**src/rtl/mem_port_arbiter_if.sv**
```systemverilog
// Bus bundle for mem_port_arbiter: fetch port, data port and the shared memory port.
// The slave modport is the arbiter's view (it answers the requesters and drives memory).
// The master modport is the environment's view (requesters plus memory model).
interface mem_port_arbiter_if #(
  parameter int ADDR_W = 32,
  parameter int DATA_W = 32
);
  // fetch side
  logic                  inst_req;
  logic [ADDR_W-1:0]     inst_addr;
  logic                  inst_gnt;
  logic                  inst_flush;
  logic [DATA_W-1:0]     inst_rdata;
  logic                  inst_rvalid;
  // data side
  logic                  data_req;
  logic                  data_wr;
  logic [ADDR_W-1:0]     data_addr;
  logic [DATA_W-1:0]     data_wdata;
  logic [DATA_W/8-1:0]   data_wstrb;
  logic                  data_gnt;
  logic [DATA_W-1:0]     data_rdata;
  logic                  data_rvalid;
  // memory side
  logic                  mem_req;
  logic                  mem_wr;
  logic [ADDR_W-1:0]     mem_addr;
  logic [DATA_W-1:0]     mem_wdata;
  logic [DATA_W/8-1:0]   mem_wstrb;
  logic                  mem_addr_ok;
  logic [DATA_W-1:0]     mem_rdata;
  logic                  mem_data_ok;

  modport slave (
    input  inst_req, inst_addr, inst_flush,
    output inst_gnt, inst_rdata, inst_rvalid,
    input  data_req, data_wr, data_addr, data_wdata, data_wstrb,
    output data_gnt, data_rdata, data_rvalid,
    output mem_req, mem_wr, mem_addr, mem_wdata, mem_wstrb,
    input  mem_addr_ok, mem_rdata, mem_data_ok
  );

  modport master (
    output inst_req, inst_addr, inst_flush,
    input  inst_gnt, inst_rdata, inst_rvalid,
    output data_req, data_wr, data_addr, data_wdata, data_wstrb,
    input  data_gnt, data_rdata, data_rvalid,
    input  mem_req, mem_wr, mem_addr, mem_wdata, mem_wstrb,
    output mem_addr_ok, mem_rdata, mem_data_ok
  );
endinterface

```
**src/rtl/mem_port_arbiter.sv**
```systemverilog
// mem_port_arbiter: shares one in-order pipelined memory port between instruction fetch
// and the data stage. One grant per cycle, outstanding requests tracked in an ID FIFO of
// {src, killed} entries, in-order responses routed back to their owner. Fetch responses
// whose request was killed by inst_flush are dropped.
// Optional feature: define ARB_ROUND_ROBIN_EN for round-robin arbitration on contested
// cycles; otherwise data has fixed priority over fetch.
// Grants and response valids are combinational (zero-latency handshake on both sides).

// Protocol checks kept apart from the datapath.
module mem_port_arbiter_chk (
  input logic clk,
  input logic reset,
  input logic mem_data_ok,
  input logic fifo_empty,
  input logic inst_gnt,
  input logic data_gnt
);
  a_resp_needs_outstanding: assert property (@(posedge clk) disable iff (reset)
    !(mem_data_ok && fifo_empty));
  a_single_grant: assert property (@(posedge clk) disable iff (reset)
    !(inst_gnt && data_gnt));
endmodule

module mem_port_arbiter #(
  parameter int ADDR_W          = 32,
  parameter int DATA_W          = 32,
  parameter int MAX_OUTSTANDING = 4
) (
  input logic               clk,
  input logic               reset,
  mem_port_arbiter_if.slave bus
);
  localparam int PTR_W = $clog2(MAX_OUTSTANDING);
  localparam int CNT_W = PTR_W + 1;
  localparam logic [CNT_W-1:0] CNT_FULL = CNT_W'(MAX_OUTSTANDING);
  localparam logic [CNT_W-1:0] CNT_ZERO = {CNT_W{1'b0}};
  localparam logic [CNT_W-1:0] CNT_ONE  = CNT_W'(1);
  localparam logic [PTR_W-1:0] PTR_ONE  = PTR_W'(1);
  localparam logic SRC_INST = 1'b0;
  localparam logic SRC_DATA = 1'b1;

  // ID FIFO storage: one src bit and one killed bit per slot
  logic [MAX_OUTSTANDING-1:0] src_q, src_d;
  logic [MAX_OUTSTANDING-1:0] killed_q, killed_d;
  logic [PTR_W-1:0]           wr_ptr_q, wr_ptr_d;
  logic [PTR_W-1:0]           rd_ptr_q, rd_ptr_d;
  logic [CNT_W-1:0]           cnt_q, cnt_d;

  logic inst_vld_s;
  logic data_vld_s;
  logic pick_data_s;
  logic fifo_empty_s;
  logic fifo_full_s;
  logic pop_s;
  logic push_s;
  logic mem_req_s;
  logic head_src_s;
  logic head_killed_s;
  logic inst_rvalid_s;
  logic data_rvalid_s;

  // Request qualification, FIFO occupancy and handshake decode
  always_comb begin
    // a fetch is never eligible in a flush cycle
    inst_vld_s    = bus.inst_req & ~bus.inst_flush;
    data_vld_s    = bus.data_req;
    fifo_empty_s  = (cnt_q == CNT_ZERO);
    pop_s         = bus.mem_data_ok & ~fifo_empty_s & ~reset;
    // a pop in the same cycle frees a slot, so a full FIFO can still accept a push
    fifo_full_s   = (cnt_q == CNT_FULL) & ~pop_s;
    mem_req_s     = (inst_vld_s | data_vld_s) & ~fifo_full_s & ~reset;
    push_s        = mem_req_s & bus.mem_addr_ok;
    head_src_s    = src_q[rd_ptr_q];
    head_killed_s = killed_q[rd_ptr_q];
  end

`ifdef ARB_ROUND_ROBIN_EN
  localparam logic [0:0] RR_INST = 1'b0;
  localparam logic [0:0] RR_DATA = 1'b1;

  logic [0:0] rr_q, rr_d;

  // Winner select: the favoured source wins a contested cycle; pointer moves to the loser
  always_comb begin
    if (data_vld_s && inst_vld_s) begin
      pick_data_s = (rr_q == RR_DATA);
    end else begin
      pick_data_s = data_vld_s;
    end
    if (push_s && data_vld_s && inst_vld_s) begin
      if (pick_data_s) begin
        rr_d = RR_INST;
      end else begin
        rr_d = RR_DATA;
      end
    end else begin
      rr_d = rr_q;
    end
  end

  // Round-robin pointer register, data favoured out of reset
  always_ff @(posedge clk) begin
    if (reset) begin
      rr_q <= RR_DATA;
    end else begin
      rr_q <= rr_d;
    end
  end
`else
  // Winner select: fixed priority, data over fetch
  always_comb begin
    pick_data_s = data_vld_s;
  end
`endif

  // FIFO next state: flush marking, push of the granted source, pop of the head
  always_comb begin
    src_d    = src_q;
    killed_d = killed_q;
    wr_ptr_d = wr_ptr_q;
    rd_ptr_d = rd_ptr_q;
    for (int i = 0; i < MAX_OUTSTANDING; i++) begin
      if (bus.inst_flush && (src_q[i] == SRC_INST)) begin
        killed_d[i] = 1'b1;
      end else begin
        killed_d[i] = killed_q[i];
      end
    end
    if (push_s) begin
      src_d[wr_ptr_q]    = pick_data_s ? SRC_DATA : SRC_INST;
      killed_d[wr_ptr_q] = ~pick_data_s & bus.inst_flush;
      wr_ptr_d           = wr_ptr_q + PTR_ONE;
    end else begin
      wr_ptr_d = wr_ptr_q;
    end
    if (pop_s) begin
      rd_ptr_d = rd_ptr_q + PTR_ONE;
    end else begin
      rd_ptr_d = rd_ptr_q;
    end
    case ({push_s, pop_s})
      2'b10:   cnt_d = cnt_q + CNT_ONE;
      2'b01:   cnt_d = cnt_q - CNT_ONE;
      default: cnt_d = cnt_q;
    endcase
  end

  // FIFO state registers; reset drops all outstanding tracking
  always_ff @(posedge clk) begin
    if (reset) begin
      src_q    <= {MAX_OUTSTANDING{1'b0}};
      killed_q <= {MAX_OUTSTANDING{1'b0}};
      wr_ptr_q <= {PTR_W{1'b0}};
      rd_ptr_q <= {PTR_W{1'b0}};
      cnt_q    <= CNT_ZERO;
    end else begin
      src_q    <= src_d;
      killed_q <= killed_d;
      wr_ptr_q <= wr_ptr_d;
      rd_ptr_q <= rd_ptr_d;
      cnt_q    <= cnt_d;
    end
  end

  // Response routing: head owner gets the valid unless the entry was killed
  always_comb begin
    inst_rvalid_s = pop_s & (head_src_s == SRC_INST) & ~head_killed_s & ~bus.inst_flush;
    data_rvalid_s = pop_s & (head_src_s == SRC_DATA);
  end

  // Output drive: memory payload from the winner, grants and routed responses
  always_comb begin
    bus.mem_req   = mem_req_s;
    bus.mem_wr    = 1'b0;
    bus.mem_addr  = {ADDR_W{1'b0}};
    bus.mem_wdata = {DATA_W{1'b0}};
    bus.mem_wstrb = {(DATA_W/8){1'b0}};
    if (mem_req_s) begin
      if (pick_data_s) begin
        bus.mem_wr    = bus.data_wr;
        bus.mem_addr  = bus.data_addr;
        bus.mem_wdata = bus.data_wdata;
        bus.mem_wstrb = bus.data_wr ? bus.data_wstrb : {(DATA_W/8){1'b0}};
      end else begin
        bus.mem_addr  = bus.inst_addr;
      end
    end else begin
      bus.mem_addr  = {ADDR_W{1'b0}};
    end
    bus.inst_gnt    = push_s & ~pick_data_s;
    bus.data_gnt    = push_s & pick_data_s;
    bus.inst_rvalid = inst_rvalid_s;
    bus.data_rvalid = data_rvalid_s;
    bus.inst_rdata  = inst_rvalid_s ? bus.mem_rdata : {DATA_W{1'b0}};
    bus.data_rdata  = data_rvalid_s ? bus.mem_rdata : {DATA_W{1'b0}};
  end

  mem_port_arbiter_chk u_chk (
    .clk         (clk),
    .reset       (reset),
    .mem_data_ok (bus.mem_data_ok),
    .fifo_empty  (fifo_empty_s),
    .inst_gnt    (bus.inst_gnt),
    .data_gnt    (bus.data_gnt)
  );
endmodule

```
**src/flat_wrapper.sv**
```systemverilog
// flat-port wrapper written by rule: the top's interface ports become plain ports
module mem_port_arbiter_flat 
#(
  parameter int ADDR_W          = 32,
  parameter int DATA_W          = 32,
  parameter int MAX_OUTSTANDING = 4
)
  (clk, reset, bus_inst_req, bus_inst_addr, bus_inst_flush, bus_inst_gnt, bus_inst_rdata, bus_inst_rvalid, bus_data_req, bus_data_wr, bus_data_addr, bus_data_wdata, bus_data_wstrb, bus_data_gnt, bus_data_rdata, bus_data_rvalid, bus_mem_req, bus_mem_wr, bus_mem_addr, bus_mem_wdata, bus_mem_wstrb, bus_mem_addr_ok, bus_mem_rdata, bus_mem_data_ok);
  mem_port_arbiter_if #(.ADDR_W(ADDR_W), .DATA_W(DATA_W)) bus_i ();
  input logic clk;
  input logic reset;
  input wire logic [$bits(bus_i.inst_req)-1:0] bus_inst_req;
  input wire logic [$bits(bus_i.inst_addr)-1:0] bus_inst_addr;
  input wire logic [$bits(bus_i.inst_flush)-1:0] bus_inst_flush;
  output wire logic [$bits(bus_i.inst_gnt)-1:0] bus_inst_gnt;
  output wire logic [$bits(bus_i.inst_rdata)-1:0] bus_inst_rdata;
  output wire logic [$bits(bus_i.inst_rvalid)-1:0] bus_inst_rvalid;
  input wire logic [$bits(bus_i.data_req)-1:0] bus_data_req;
  input wire logic [$bits(bus_i.data_wr)-1:0] bus_data_wr;
  input wire logic [$bits(bus_i.data_addr)-1:0] bus_data_addr;
  input wire logic [$bits(bus_i.data_wdata)-1:0] bus_data_wdata;
  input wire logic [$bits(bus_i.data_wstrb)-1:0] bus_data_wstrb;
  output wire logic [$bits(bus_i.data_gnt)-1:0] bus_data_gnt;
  output wire logic [$bits(bus_i.data_rdata)-1:0] bus_data_rdata;
  output wire logic [$bits(bus_i.data_rvalid)-1:0] bus_data_rvalid;
  output wire logic [$bits(bus_i.mem_req)-1:0] bus_mem_req;
  output wire logic [$bits(bus_i.mem_wr)-1:0] bus_mem_wr;
  output wire logic [$bits(bus_i.mem_addr)-1:0] bus_mem_addr;
  output wire logic [$bits(bus_i.mem_wdata)-1:0] bus_mem_wdata;
  output wire logic [$bits(bus_i.mem_wstrb)-1:0] bus_mem_wstrb;
  input wire logic [$bits(bus_i.mem_addr_ok)-1:0] bus_mem_addr_ok;
  input wire logic [$bits(bus_i.mem_rdata)-1:0] bus_mem_rdata;
  input wire logic [$bits(bus_i.mem_data_ok)-1:0] bus_mem_data_ok;
  assign bus_i.inst_req = bus_inst_req;
  assign bus_i.inst_addr = bus_inst_addr;
  assign bus_i.inst_flush = bus_inst_flush;
  assign bus_inst_gnt = bus_i.inst_gnt;
  assign bus_inst_rdata = bus_i.inst_rdata;
  assign bus_inst_rvalid = bus_i.inst_rvalid;
  assign bus_i.data_req = bus_data_req;
  assign bus_i.data_wr = bus_data_wr;
  assign bus_i.data_addr = bus_data_addr;
  assign bus_i.data_wdata = bus_data_wdata;
  assign bus_i.data_wstrb = bus_data_wstrb;
  assign bus_data_gnt = bus_i.data_gnt;
  assign bus_data_rdata = bus_i.data_rdata;
  assign bus_data_rvalid = bus_i.data_rvalid;
  assign bus_mem_req = bus_i.mem_req;
  assign bus_mem_wr = bus_i.mem_wr;
  assign bus_mem_addr = bus_i.mem_addr;
  assign bus_mem_wdata = bus_i.mem_wdata;
  assign bus_mem_wstrb = bus_i.mem_wstrb;
  assign bus_i.mem_addr_ok = bus_mem_addr_ok;
  assign bus_i.mem_rdata = bus_mem_rdata;
  assign bus_i.mem_data_ok = bus_mem_data_ok;
  mem_port_arbiter #(.ADDR_W(ADDR_W), .DATA_W(DATA_W), .MAX_OUTSTANDING(MAX_OUTSTANDING)) u_core (.clk(clk), .reset(reset), .bus(bus_i));
endmodule
```
**config.mk**
```make
export PLATFORM = sky130hd
export DESIGN_NAME = mem_port_arbiter_flat
export DESIGN_NICKNAME = d
export VERILOG_FILES = /design/src/rtl/mem_port_arbiter_if.sv /design/src/rtl/mem_port_arbiter.sv /design/src/flat_wrapper.sv
export SDC_FILE = /design/constraint.sdc
export NUM_CORES = 1
export LEC_CHECK = 0
export CORE_ASPECT_RATIO = 0.5
export CORE_MARGIN = 5
export CORE_UTILIZATION = 30
export CTS_CLUSTER_SIZE = 12
export DETAILED_ROUTE_END_ITERATION = 8
export PLACE_DENSITY = 0.84
export SLEW_MARGIN = 20
export SYNTH_ARGS = -nofsm -noshare
export SYNTH_HDL_FRONTEND = slang
export SYNTH_SLANG_ARGS = --single-unit
```
**constraint.sdc**
```tcl
create_clock -name clk -period 6.1 [get_ports clk]
set_clock_uncertainty 0.15 [all_clocks]
set_input_delay 1.22 -clock clk [delete_from_list [all_inputs] [get_ports clk]]
set_output_delay 1.22 -clock clk [all_outputs]
set_load 0.005 [all_outputs]
```
# Word level (Yosys, flattened, before mapping)
# Index checks and enable logic that the tools add are counted.
dict set report totals {
  rom_bits 0
  register_bits 15
  mem_count 0
  mem_bits_rw 0
  inputBits 140
  output_inout_bits 138
  latchBits 0
}
dict set report classes {
  bitwise 27
  div 0
  n_lt_le_gt_ge 3
  multipliers 0
  reduce_logical 7
  shifts 0
  add_sub_neg 4
  eq_ne 3
  muxes 26
}
# operator count
set ops {}
lappend ops {{32-bit two-way mux} 6}
lappend ops {{4-bit two-way mux} 4}
lappend ops {{1-bit bitwise AND} 14}
lappend ops {{1-bit NOT} 12}
lappend ops {{1-bit two-way mux} 10}
lappend ops {{4-bit bitwise mux} 2}
lappend ops {{2-bit by 3-bit < comparator with 1-bit output, second input constant} 2}
lappend ops {{3-bit case mux with 2 select lines} 1}
lappend ops {{1-bit logical AND} 5}
lappend ops {{2-bit by 1-bit adder with 2-bit output, second input constant} 2}
lappend ops {{1-bit binary-select mux with 2-bit select} 2}
lappend ops {{3-bit by 1-bit adder with 3-bit output, second input constant} 1}
lappend ops {{3-bit == test, second input constant} 1}
lappend ops {{3-bit logical NOT} 1}
lappend ops {{3-bit by 1-bit subtractor with 3-bit output, second input constant} 1}
lappend ops {{1-bit demux with 2-bit select} 1}
lappend ops {{2-bit by 1-bit == test with 1-bit output, second input constant} 1}
lappend ops {{2-bit == test, second input constant} 1}
lappend ops {{2-bit by 1-bit greater-or-equal comparator with 1-bit output, second input constant} 1}
lappend ops {{2-bit nonzero test} 1}
lappend ops {{1-bit OR} 1}

# Depth between registers and ports, before layout
# Gate-level depths: netlist of run 1.
dict set report depth {
  depth_word 12
  mapped_depth 11
  depth_no_buf 9
}

# Worst setup path after synthesis of run 1
# OpenSTA, ideal clock, no wires.
dict set report synth_timing {
  path_kind {input to output}
  start {input bus_mem_data_ok}
  end {output bus_mem_wdata[12]}
  n_path_buf 3
  required_time_ns 4.730
  t_arrival_ns 2.373
  stages 6
  path_slack_ns 2.357
  path_cell_list {or4b_1 -> clkbuf_2 -> nor2b_4 -> buf_6 -> clkbuf_2 -> and2_1}
}
dict set report synth_between {
  elab_chain_len 8
}
# element line
set synth_lines {}
lappend synth_lines {{from (decl)} flat_wrapper.sv:33} ;# input wire logic [$bits(bus_i.mem_data_ok)-1:0] bus_mem_data_ok;
lappend synth_lines {{1-bit bitwise AND (2 in series)} mem_port_arbiter.sv:68} ;# pop_s = bus.mem_data_ok & ~fifo_empty_s & ~reset;
lappend synth_lines {{1-bit NOT} mem_port_arbiter.sv:70} ;# fifo_full_s = (cnt_q == CNT_FULL) & ~pop_s;
lappend synth_lines {{1-bit bitwise AND} mem_port_arbiter.sv:70}
lappend synth_lines {{1-bit NOT} mem_port_arbiter.sv:71} ;# mem_req_s = (inst_vld_s | data_vld_s) & ~fifo_full_s & ~reset;
lappend synth_lines {{1-bit bitwise AND (2 in series)} mem_port_arbiter.sv:71}
lappend synth_lines {{32-bit two-way mux} mem_port_arbiter.sv:178} ;# if (mem_req_s) begin
lappend synth_lines {{to (decl)} flat_wrapper.sv:29} ;# output wire logic [$bits(bus_i.mem_wdata)-1:0] bus_mem_wdata;
# No other way between the ends.

# Worst setup path in the final report of run 1
dict set report layout_timing {
  start {input reset}
  end {output bus_inst_rdata[29]}
}
dict set report layout_between {
  elab_chain_len 6
}
# element line
set layout_lines {}
lappend layout_lines {{from (decl)} flat_wrapper.sv:11} ;# input logic reset;
lappend layout_lines {{1-bit NOT} mem_port_arbiter.sv:68}
lappend layout_lines {{1-bit bitwise AND} mem_port_arbiter.sv:68}
lappend layout_lines {{1-bit bitwise AND (3 in series)} mem_port_arbiter.sv:167} ;# inst_rvalid_s = pop_s & (head_src_s == SRC_INST) & ~head_killed_s & ~bus.inst_flush;
lappend layout_lines {{32-bit two-way mux} mem_port_arbiter.sv:194} ;# bus.inst_rdata = inst_rvalid_s ? bus.mem_rdata : {DATA_W{1'b0}};
lappend layout_lines {{to (decl)} flat_wrapper.sv:16} ;# output wire logic [$bits(bus_i.inst_rdata)-1:0] bus_inst_rdata;
# No other way between the ends.

==> qor.csv, run 1 <==
metric;value;unit
Post-synth ARST share;0;%
Placed Cells;682;
VDD IR max;88.4;uV
Hold Startpoint;u_core.src_q[3]$_SDFFE_PP0P_;
# clock sinks;15;
GR Overflow Total;0;
first drt pass iteration count;4;
final non-filler cell total;686;
Period minus WS final;5030;ps
Gate Count Post-Synth;319;
internal power;0.000350;W
Mean Syn Cell Area;7.64;um2
multi-input logic area;1810;um2
power share of the combinational group;52.7;%
wire per inst;15.8;um
Row Count;23;
CTS Buffer Depth;2;
Filler cells;651;
H-tree levels;1;
Yosys top cell area share;16.9;%
Setup Crit Path Kind;in -> out;
Yosys warnings;0;
CP Data Required Time;4730;ps
Worst path most repeated cell;clkdlybuf4s50_1;
period utilization;82.4;%
Worst Tran Pin Value;1040;ps
top cells by area, synth;and2_1 17%, mux2i_1 16%, nor4_2 13%;
number of CTS-inserted buffers;3;
setup_tns;0;ps
Seq cells post-synth;15;
I/O pin cnt;278;
DP HPWL;8990;um
Die Wd;137;um
post-route cell area;5260;um2
root buf cell;clkbuf_16;
Worst Path Max Fanout;34;
CTS Hold Bufs;0;
worst hold path stage count;2;
CP max stage delay;580;ps
sequential area share after synthesis;12.3;%
CP arrival;3660;ps
cell breakdown of the critical path;clkdlybuf4s50_1 -> nor2b_1 -> nand2_2 -> nor4_1 -> clkdlybuf4s50_1;
register area;300;um2
final hold viol count;0;
Crit. End Element;output pin;
initial antenna violation count;0;
largest net degree at the start of global routing;40;
GRT Total Usage;19.3;%
placed cell area;5180;um2
Critical R2R Capture;u_core.cnt_q[2]$_SDFFE_PP0P_;
Worst Path Buf+Inv;2;
Slew Limit Fails;0;
Port-buffer cells;277;
first-pass GRT wire length;15900;um
CTS tree;built;
status;finished clean;
Flop pwr share;21.9;%
Clock Power Share;25.3;%
post-cts sizing count;0;
vias in the first global route;3085;
synth cell count leaders;66 x and2_1, 40 x inv_1, 38 x mux2i_1;
Die ar.;10100;um2
cell family contributing the most delay on the critical path;simple AND/OR/NAND/NOR gates;
initial DRC count;61;
die span in y;73.7;um
via count;3084;
clk slew on worst S/H paths;50;ps
RePlAce Congestion;0.826;
cell count along the critical path;5;
Hold Path Sink;u_core.src_q[3]$_SDFFE_PP0P_;
share of cells above drive strength 1;7.84;%
Psw;0.000149;W
Clock Latency Late Sink;240;ps
Post-CTS Setup Inserts;0;
unrepaired setup endpoints after global routing;no;
CP max-delay cell;clkdlybuf4s50_1;
Ant. Diodes;0;
Syn Nets;465;
Post-Syn Area;2440;um2
crit path launch type;primary input;
core outline area;7940;um2
final antenna-violating net count;0;
HP Class;reg -> reg;
sw frac;29.8;%
DRT Wirelength;10800;um
R2R depth;9;
Max-slew headroom;30.6;%
Via density;4.50;
WHS;341;ps
Initial Util;30.7;%
Tot Pwr;0.000499;W
r2r setup slk;3150;ps
LEAKAGE;2.11;nW
# nets final;721;
dominant cell type by area after synthesis;and2_1;
most frequent cell after synthesis;and2_1;
Area Growth Syn to Fin;116;%
worst r2r src;u_core.cnt_q[0]$_SDFFE_PP0P_;
max-capacitance violation count;0;
Fmax achieved;199;MHz
Pwr Density;94.8;nW/um2
Synth Flop Type;dfxtp_1;
Setup-failing EPs final;0;
DRC Markers;0;
Unique masters post-synth;39;
EDFF count, synth;0;
[stage by stage]
stage	utilization (%)	setup WS [ps]
after floorplan	-	2360
after global placement	65.3	1140
after detailed placement	65.3	1080
after CTS	66.3	1090
after global routing	66.3	897
final	66.3	1070
[kinds of logic after synthesis]
family / after synthesis / share of synthesized area (%)
and+or+nand+nor: 167 / 47.1
xor gates and xnor gates: 2 / 0.719
muxes: 41 / 18.1
adders and majority gates: 6 / 3.39
DFF: 15 / 12.3
AOI/OAI and AO/OA: 19 / 4.83
buffers and inverters: 69 / 13.5
[registers in the layout, indices dropped and copies added (netlist names)]
signal and flops:
u_core.rd_ptr_q 2, u_core.killed_q 4, u_core.cnt_q 3, u_core.wr_ptr_q 2
u_core.src_q 4
[worst max-delay path by stage]
stage | endpoint | from
after global routing | bus_inst_rdata[10] | reset
after global placement | bus_inst_rdata[29] | reset
after CTS | bus_inst_rdata[30] | reset
after floorplan | bus_mem_wdata[12] | bus_mem_data_ok
after detailed placement | bus_inst_rdata[30] | reset
final | bus_inst_rdata[29] | reset
[area by class of cell]
type | count | area share [%]
Timing Repair Buffer | 280 | 52.9
Multi-Input combinational cell | 235 | 34.4
Sequential cell | 15 | 5.70
Inverter | 40 | 2.85
Tap cell | 112 | 2.66
Clock buffer | 4 | 1.50
[worst min-delay path, delay by kind of cell (launching register included)]
family	cells	cell delay, ps
DFF	1	320
muxes	1	60
and+or+nand+nor	1	60
[cell usage in the layout, fill, tap and decap left out, drive strengths merged, types with 2 or more instances in the layout]
master	count
a21oi	7
and2	66
and3	5
buf	5
clkbuf	4
clkdlybuf4s50	275
dfxtp	15
ha	5
inv	40
mux2i	38
mux4	2
nand2	9
nand2b	2
nor2	37
nor2b	7
nor3	2
nor4	32
o2111ai	4
o21ai	6
or3	3
xor2	2
[metal layers]
layer / vias to the layer above / track usage, % / wire [um]
li1: 1561 / - / -
met1: 1385 / 22.1 / 4150
met2: 126 / 36.8 / 5620
met3: 12 / 4.79 / 933
met4: 0 / 3.65 / 142
met5: - / 0 / 0
[power groups by stage]
stage | sequential, W | clock, W | combinational (W)
2_1_floorplan | 0.000110 | 0 | 0.000116
3_3_place_gp | 0.000111 | 0 | 0.000260
4_1_cts | 0.000109 | 0.000128 | 0.000266
5_1_grt | 0.000110 | 0.000132 | 0.000285
6_report | 0.000110 | 0.000126 | 0.000263
3_5_place_dp | 0.000111 | 0 | 0.000264
Note: power is estimated with default switching activity, not from simulation.
==> run 2, diff against run 1 <==
- CORE_UTILIZATION: 30 -> 25
- PLACE_DENSITY: 0.84 -> 0.74
- clock period: 6.1 -> 4.55 ns (I/O delays scaled with it)
==> run 2 against run 1 <==
Wire length rose by 10%. Non-clock buffer count increased by 4. Flip-flop and latch count unchanged. Die area up 18%. Cell count rose by 3.9%. Combinational power increased by 37%.
==> qor.csv, run 2 (synthesis gave the netlist of run 1 again) <==
metric;value;unit
CTS Hold Bufs;0;
Ant. Diodes;0;
Hold Startpoint;u_core.src_q[1]$_SDFFE_PP0P_;
max-capacitance violation count;0;
status;finished clean;
HP Class;reg -> reg;
GRT Total Usage;18.4;%
Setup Crit Path Kind;in -> out;
Hold Path Sink;u_core.src_q[1]$_SDFFE_PP0P_;
commonest non-fill, non-tap cells in the layout;275 x clkdlybuf4s50_1, 66 x and2_1, 40 x inv_1;
Initial Util;25.7;%
Row Count;25;
unrepaired setup endpoints after global routing;no;
WHS;340;ps
CP max stage delay;550;ps
share of cells above drive strength 1;8.65;%
RePlAce Congestion;0.851;
PnR worst setup slack;404;ps
r2r setup slk;1600;ps
Die ar.;11900;um2
Worst path most repeated cell;clkdlybuf4s50_1;
Period minus WS final;4150;ps
I/O pin cnt;278;
crit path launch type;primary input;
DP HPWL;10100;um
placed cell area;5260;um2
CP arrival;3090;ps
Worst Path Max Fanout;17;
clk slew on worst S/H paths;50;ps
Post-CTS Setup Inserts;0;
Via density;4.35;
Tot Pwr;0.000683;W
period utilization;91.1;%
R2R depth;9;
most common cell after layout, fill and taps aside;clkdlybuf4s50_1;
first-pass GRT wire length;17200;um
worst hold path stage count;2;
wire per inst;16.7;um
# clock sinks;15;
initial DRC count;68;
Setup-failing EPs final;0;
post-cts sizing count;0;
initial antenna violation count;0;
DRC Markers;0;
GR Overflow Total;0;
cell family contributing the most delay on the critical path;buffers and inverters;
Critical R2R Capture;u_core.cnt_q[2]$_SDFFE_PP0P_;
Area Growth Syn to Fin;119;%
Worst Tran Pin Value;1000;ps
CTS Buffer Depth;2;
root buf cell;clkbuf_16;
Crit. End Element;output pin;
number of CTS-inserted buffers;3;
Clock Latency Late Sink;250;ps
DRT Wirelength;11900;um
vias in the first global route;3149;
largest net degree at the start of global routing;39;
final antenna-violating net count;0;
H-tree levels;1;
core outline area;9480;um2
# nets final;725;
worst r2r src;u_core.cnt_q[0]$_SDFFE_PP0P_;
VDD IR max;124;uV
Die Wd;150;um
via count;3100;
Max-slew headroom;33.2;%
Fmax achieved;241;MHz
first drt pass iteration count;5;
CP max-delay cell;clkdlybuf4s50_1;
setup_tns;0;ps
Slew Limit Fails;0;
Port-buffer cells;277;
die span in y;79.8;um
final hold viol count;0;
CTS tree;built;
CP Data Required Time;3490;ps
post-route cell area;5340;um2
Worst Path Buf+Inv;3;
dpl ws;384;ps
LEAKAGE;2.13;nW
Pwr Density;128;nW/um2
cell breakdown of the critical path;clkdlybuf4s50_1 -> nor2b_1 -> nand2_2 -> buf_4 -> nor4_2 -> clkdlybuf4s50_1;
Largest regs;u_core.killed_q (4), u_core.src_q (4), u_core.cnt_q (3);
run 2: cell count changes in the layout (fill, tap and decap cells not counted):
cell and delta:
buf_4 +3, clkinv_2 +1, buf_12 +1, clkbuf_1 -1
run 2: through the flow:
stage | instances | util (%)
3_3_place_gp | 709 | 55.5
2_1_floorplan | 319 | -
5_1_grt | 713 | 56.3
3_5_place_dp | 709 | 55.5
4_1_cts | 713 | 56.3
6_report | 713 | 56.3
run 2: report_power, final:
group,switching [W],internal [W],leakage [nW]
clock,0.0000585,0.000118,0.0409
combinational,0.000145,0.000215,1.97
sequential,0.00000701,0.000140,0.123
run 2: how the worst max path moves through the flow:
stage	startpoint	cells after the start	slack (ps)	endpoint
floorplan	bus_mem_data_ok	11	1330	u_core.cnt_q[2]$_SDFFE_PP0P_
global placement	bus_mem_data_ok	6	430	bus_inst_rdata[13]
detailed placement	reset	6	380	bus_inst_rdata[13]
CTS	reset	6	390	bus_inst_rdata[13]
global route	reset	6	250	bus_inst_rdata[16]
finish	reset	6	400	bus_inst_rdata[14]
run 2: cell type report:
| type | instances | area, um2 |
|---|---|---|
| tap | 135 | 169 |
| clock buffer | 3 | 75.1 |
| multi-input combinational | 235 | 1810 |
| fill | 882 | 4140 |
| timing repair buffer | 284 | 2830 |
| clock inverter | 1 | 5.00 |
| inverter | 40 | 150 |
| sequential | 15 | 300 |
run 2: routing by layer:
layer	vias up	GRT usage, %	routed length, um
met5	-	0	0
met4	0	6.03	292
met2	138	32.3	5750
met1	1373	21.6	4840
met3	19	5.33	1050
li1	1570	-	-
run 2: tightest hold or removal path, cell delays in order (launching register included):
cell	delay (ps)
dfxtp_1	320
nand2_1	60
mux2i_1	60
